[src/rtl/cpu_pkg.sv]
// Shared CPU definitions: default register-file geometry, register-file FSM states
// and the hard-wired zero register index.
package cpu_pkg;

  localparam int DATA_W_DEF = 32;
  localparam int ADDR_W_DEF = 5;
  localparam int REG_ZERO   = 0;

  typedef enum logic {
    RF_INIT = 1'b0,
    RF_RUN  = 1'b1
  } rf_state_t;

endpackage

[src/rtl/rf_scoreboard.sv]
// Per-register busy scoreboard: issue of a producer marks an entry pending,
// a writeback to that entry clears it. Set beats clear on the same entry.
module rf_scoreboard
  import cpu_pkg::*;
#(
  parameter int ADDR_W   = ADDR_W_DEF,
  parameter int ZERO_REG = 1
) (
  input  logic                     clk,
  input  logic                     rst,
  input  logic                     en,
  input  logic                     set_busy,
  input  logic [ADDR_W-1:0]        set_addr,
  input  logic                     we0,
  input  logic [ADDR_W-1:0]        wa0,
  input  logic                     we1,
  input  logic [ADDR_W-1:0]        wa1,
  output logic [(1<<ADDR_W)-1:0]   busy
);

  localparam int DEPTH = 1 << ADDR_W;

  logic [DEPTH-1:0] set_vec;
  logic [DEPTH-1:0] clr_vec;
  logic [DEPTH-1:0] busy_nxt;

  always_comb begin
    set_vec = '0;
    clr_vec = '0;
    if (set_busy) set_vec[set_addr] = 1'b1;
    if (we0)      clr_vec[wa0]      = 1'b1;
    if (we1)      clr_vec[wa1]      = 1'b1;
    busy_nxt = set_vec | (busy & ~clr_vec);
    // The zero register always holds a valid value, so it is never pending.
    if (ZERO_REG != 0) busy_nxt[REG_ZERO] = 1'b0;
  end

  always_ff @(posedge clk) begin
    if (rst) begin
      busy <= '0;
    end else if (en) begin
      busy <= busy_nxt;
    end
  end

endmodule

[src/rtl/rf_multiport.sv]
// Multi-port register file: NUM_RD combinational reads, two write ports (MEM wins
// on collision), write-to-read bypass, busy scoreboard and a post-reset clear sweep.
module rf_multiport
  import cpu_pkg::*;
#(
  parameter int DATA_W   = DATA_W_DEF,
  parameter int ADDR_W   = ADDR_W_DEF,
  parameter int NUM_RD   = 2,
  parameter int ZERO_REG = 1,
  parameter int BYPASS   = 1
) (
  input  logic                       clk,
  input  logic                       rst,
  output logic                       init_done,
  input  logic [NUM_RD*ADDR_W-1:0]   rd_addr,
  output logic [NUM_RD*DATA_W-1:0]   rd_data,
  input  logic                       we0,
  input  logic                       we1,
  input  logic [ADDR_W-1:0]          wa0,
  input  logic [ADDR_W-1:0]          wa1,
  input  logic [DATA_W-1:0]          wd0,
  input  logic [DATA_W-1:0]          wd1,
  input  logic                       set_busy,
  input  logic [ADDR_W-1:0]          set_addr,
  output logic [(1<<ADDR_W)-1:0]     busy,
  output rf_state_t                  dbg_state
);

  localparam int DEPTH = 1 << ADDR_W;
  localparam logic [ADDR_W:0] CNT_LAST = (ADDR_W+1)'(DEPTH - 1);
  localparam logic [ADDR_W:0] CNT_ONE  = (ADDR_W+1)'(1);

  rf_state_t         state, state_nxt;
  logic [ADDR_W:0]   cnt, cnt_nxt;
  logic              run;
  logic              we0_eff, we1_eff;
  logic [DATA_W-1:0] mem [DEPTH];

  assign run       = (state == RF_RUN);
  assign dbg_state = state;

  always_comb begin
    state_nxt = state;
    cnt_nxt   = cnt;
    if (state == RF_INIT) begin
      cnt_nxt = cnt + CNT_ONE;
      if (cnt == CNT_LAST) state_nxt = RF_RUN;
    end
  end

  always_ff @(posedge clk) begin
    if (rst) begin
      state     <= RF_INIT;
      cnt       <= '0;
      init_done <= 1'b0;
    end else begin
      state     <= state_nxt;
      cnt       <= cnt_nxt;
      init_done <= (state_nxt == RF_RUN);
    end
  end

  assign we0_eff = we0 && !((ZERO_REG != 0) && (wa0 == ADDR_W'(REG_ZERO)));
  assign we1_eff = we1 && !((ZERO_REG != 0) && (wa1 == ADDR_W'(REG_ZERO)));

  // No reset on the array: the sweep clears it so it can map onto RAM.
  // Port 1 (MEM) is written last so it wins an address collision.
  always_ff @(posedge clk) begin
    if (!run) begin
      mem[cnt[ADDR_W-1:0]] <= '0;
    end else if (!rst) begin
      if (we0_eff) mem[wa0] <= wd0;
      if (we1_eff) mem[wa1] <= wd1;
    end
  end

  for (genvar k = 0; k < NUM_RD; k++) begin : g_rd
    logic [ADDR_W-1:0] a;
    logic [DATA_W-1:0] d;

    assign a = rd_addr[k*ADDR_W +: ADDR_W];

    always_comb begin
      d = mem[a];
      if (!run)                                              d = '0;
      else if ((ZERO_REG != 0) && (a == ADDR_W'(REG_ZERO)))  d = '0;
      else if ((BYPASS != 0) && we1 && (wa1 == a))           d = wd1;
      else if ((BYPASS != 0) && we0 && (wa0 == a))           d = wd0;
    end

    assign rd_data[k*DATA_W +: DATA_W] = d;
  end

  rf_scoreboard #(
    .ADDR_W   (ADDR_W),
    .ZERO_REG (ZERO_REG)
  ) u_scoreboard (
    .clk      (clk),
    .rst      (rst),
    .en       (run),
    .set_busy (set_busy),
    .set_addr (set_addr),
    .we0      (we0),
    .wa0      (wa0),
    .we1      (we1),
    .wa1      (wa1),
    .busy     (busy)
  );

endmodule

[config.mk]
export PLATFORM = sky130hd
export DESIGN_NAME = rf_multiport
export DESIGN_NICKNAME = d
export VERILOG_FILES = /design/src/rtl/cpu_pkg.sv /design/src/rtl/rf_scoreboard.sv /design/src/rtl/rf_multiport.sv
export SDC_FILE = /design/constraint.sdc
export NUM_CORES = 2
export LEC_CHECK = 0
export ABC_AREA = 1
export BUFFER_PORTS_ARGS = -buffer_cell sky130_fd_sc_hd__buf_2
export CAP_MARGIN = 20
export CORE_MARGIN = 8
export CORE_UTILIZATION = 30
export CTS_BUF_LIST = sky130_fd_sc_hd__clkbuf_4 sky130_fd_sc_hd__clkbuf_8
export DETAILED_ROUTE_END_ITERATION = 16
export PLACE_DENSITY = 0.49
export SYNTH_ARGS = -nofsm -noshare
export SYNTH_HDL_FRONTEND = slang
export SYNTH_SLANG_ARGS = --single-unit
[constraint.sdc]
create_clock -name clk -period 6.5 [get_ports clk]
set_input_delay 1.3 -clock clk [delete_from_list [all_inputs] [get_ports clk]]
set_output_delay 1.3 -clock clk [all_outputs]
set_load 0.05 [all_outputs]
==> summary.txt <==
Outcome
  – Outcome: completed

Clock network
  – Clock Sinks: 1062
  – CTS tree: done
  – CTS Hold Bufs: 0
  – CTS Buf Count: 193
  – Clock-pin slew on the worst setup and hold paths: 60 ps
  – Clock root buffer: clkbuf_8
  – Post-CTS Setup Bufs: 0
  – CTS max path bufs: 3
  – H-Tree Depth: 4
  – Post-CTS Resized: 0
  – Skew-Pair Late Insertion Delay: 980 ps

STA
  – Measured slew at the worst slew-check pin: 1240 ps
  – Hold Violations, Final: 0
  – RSZ-0062 raised after global routing: false
  – Fmax: 0.175 GHz
  – Final Critical Period: 5710 ps
  – Final worst slack: 791 ps
  – Final Cycle Share: 0.878
  – Hold WS: 465 ps
  – Rel. slew slack: 0.176
  – Final Slew Violations: 0
  – Post-route setup TNS: 0 ps
  – Finish-stage setup viols: 0
  – Fin Clk Skew: 59.3 ps

Synthesis
  – Adder-cell share of the synthesized area: 0.000181
  – Compound-Gate Fraction of Synth Area: 0.0964
  – Post-synthesis mux area share: 0
  – Sequential share of the synthesized area: 0.456
  – Syn Inst Count: 9736
  – Area contributors post-synth: edfxtp_1 44%, nand2_1 17%, nand3_1 14%
  – Xor and xnor area share after synthesis: 0.000380
  – Yosys reg bits: 1062
  – Synth Area in Simple Gates: 0.331
  – Main combinational cell family by area after synthesis: simple AND/OR/NAND/NOR gates
  – Area leader, netlist: edfxtp_1
  – Synth async-reset ratio: 0
  – Mapped Nets: 9831
  – Yosys warning count: 0
  – Share of the synthesized area in the top cell type: 0.445
  – Synth Cell Area: 69200 um^2
  – Synth Area per Inst: 7.10 um^2
  – Ys flop type: edfxtp_1
  – Synth unique cells: 42
  – Post-synth EDFFs: 1024

Placed design
  – Pre-CTS WS: 1100 ps
  – Buffers on Ports: 190
  – Post-DP HPWL: 186000 um
  – Routability Congestion: 0.909

Finish
  – Fillers: 24000
  – Register Area: 31500 um^2
  – Share of layout cells above drive strength 1: 0.0883
  – Commonest cells after routing, fill and taps aside: 3098 x nand2_1, 1949 x nand3_1, 1084 x inv_1
  – Multi-input logic area: 30300 um^2
  – Synth-to-layout area growth: 11.5%
  – Layout net count: 9517
  – Commonest non-fill, non-tap cell in the layout: nand2_1

Global route
  – First-pass GRT wire length: 470000 um
  – Pin count of the biggest net entering global routing: 135
  – Vias in the first global route: 65300
  – Total gr overflow: 0
  – Global Route Usage Sum: 0.260
  – Initial antenna violation count: 14

Detailed routing
  – Final ANT Viol Nets: 0
  – Vias: 69800
  – Vias per cell: 5.53
  – First drt pass iteration count: 7
  – Drt total wl: 333000 um
  – Drt wl/cell: 26.4 um
  – Post-route DRC: 0
  – Initial DRC Count: 9352

Power and ir drop
  – Leakage power: 32.0 nW
  – Total power: 16.1 mW
  – Peak VDD IR: 0.176 mV
  – Power Dens Cells: 209 nW/um^2

Worst setup path
  – Critical path class: input pin to output pin
  – Data arrival, critical path: 4410 ps
  – Crit path max fanout: 71
  – CP Launch Type: input pin
  – CP Capture Type: output pin
  – Worst Path Required: 5200 ps

Die
  – Die Y: 496 um
  – Row cnt: 176
  – Die span in x: 496 um
  – Total I/O pin count: 192
  – Initial Util: 0.301
  – Die area: 246000 um^2
  – Core Area: 230000 um^2

Flow run
  – Max-Cap Viols: 0

Hold path
  – HP Class: flip-flop to flip-flop
==> cells in the mapped netlist (2+ instances only) <==
cell / n
nor3_4: 5
inv_1: 1090
o21ai_0: 908
o211ai_1: 65
a21oi_1: 112
or2_2: 28
buf_2: 227
nor2_4: 2
clkbuf_2: 2
nor2_1: 209
buf_4: 27
nand3_1: 1962
o21ai_2: 2
a22oi_1: 2
inv_4: 2
dfxtp_1: 38
nor3b_1: 2
edfxtp_1: 1024
buf_1: 67
nand2_1: 3124
nand2_2: 3
nand3_2: 7
buf_6: 18
xor2_1: 2
inv_2: 5
nor3_2: 2
clkbuf_1: 563
clkinv_1: 3
o21ai_1: 195
nor3_1: 20
o22ai_1: 7
nand4_1: 3
==> report_power, final <==
group	total (mW)	internal, mW	switching, mW	leakage (nW)
Combinational	2.00	0.491	1.51	19.0
Sequential	7.49	7.47	0.0206	11.1
Clock	6.62	3.46	3.16	1.98
Total	16.1	11.4	4.69	32.0
==> metal layers <==
metal / wire, um / up-vias / part of all wire / global-route usage
met5: 26 / - / 0.000078 / 0
met4: 22000 / 4 / 0.066 / 0.153
met3: 32000 / 1025 / 0.096 / 0.0448
met2: 152000 / 4499 / 0.46 / 0.421
met1: 128000 / 33000 / 0.38 / 0.326
li1: - / 31200 / - / -
==> cell families (layout without fill, tap and decap cells) <==
family / count (synthesis) / in the layout
xor+xnor: 3 / 3
fa+ha+maj: 1 / 1
other cells: 1 / 14
buf+inv: 2005 / 1838
compound gates: 1294 / 1294
flops: 1062 / 1062
simple gates: 5370 / 5370
==> worst max-delay path, stage by stage <==
cell and delay (ps):
buf_8 400, inv_8 350, buf_12 360, nand2_1 100, nand3_1 80, nand3_1 120
nand3_1 90, nand3_1 170, nand3_1 250, a21oi_1 850, buf_12 230
==> final timing paths <==
kind	start	end	slack, ps	depth (start not counted)
max	rd_addr[5]	rd_data[50]	790	11
min	u_scoreboard.busy[8]	u_scoreboard.busy[8]	460	2
max reg2reg	dbg_state	mem[30][15]	2230	10
min reg2reg	u_scoreboard.busy[8]	u_scoreboard.busy[8]	460	2
==> per-stage QoR <==
stage | area, um^2 | util | cells
finish | 77200 | 0.336 | 12600
global route | 77100 | 0.336 | 12600
CTS | 76900 | 0.335 | 12600
detailed placement | 73200 | 0.319 | 12200
global placement | 73000 | 0.318 | 12200
floorplan | 69200 | - | 9736
==> layout make-up <==
class,instances,area share
well taps,3026,0.0491
diodes,13,0.000422
clock inverters,75,0.00697
clock buffers,267,0.0421
repair buffers,396,0.0455
inverters,1100,0.0542
flip-flops and latches,1062,0.408
multi-input cells,6669,0.393
==> registers in the layout, indices dropped and copies added (netlist names) <==
signal,count
mem,1024
u_scoreboard.busy,31
cnt,6
dbg_state,1
(Power assumes the default switching activity.)
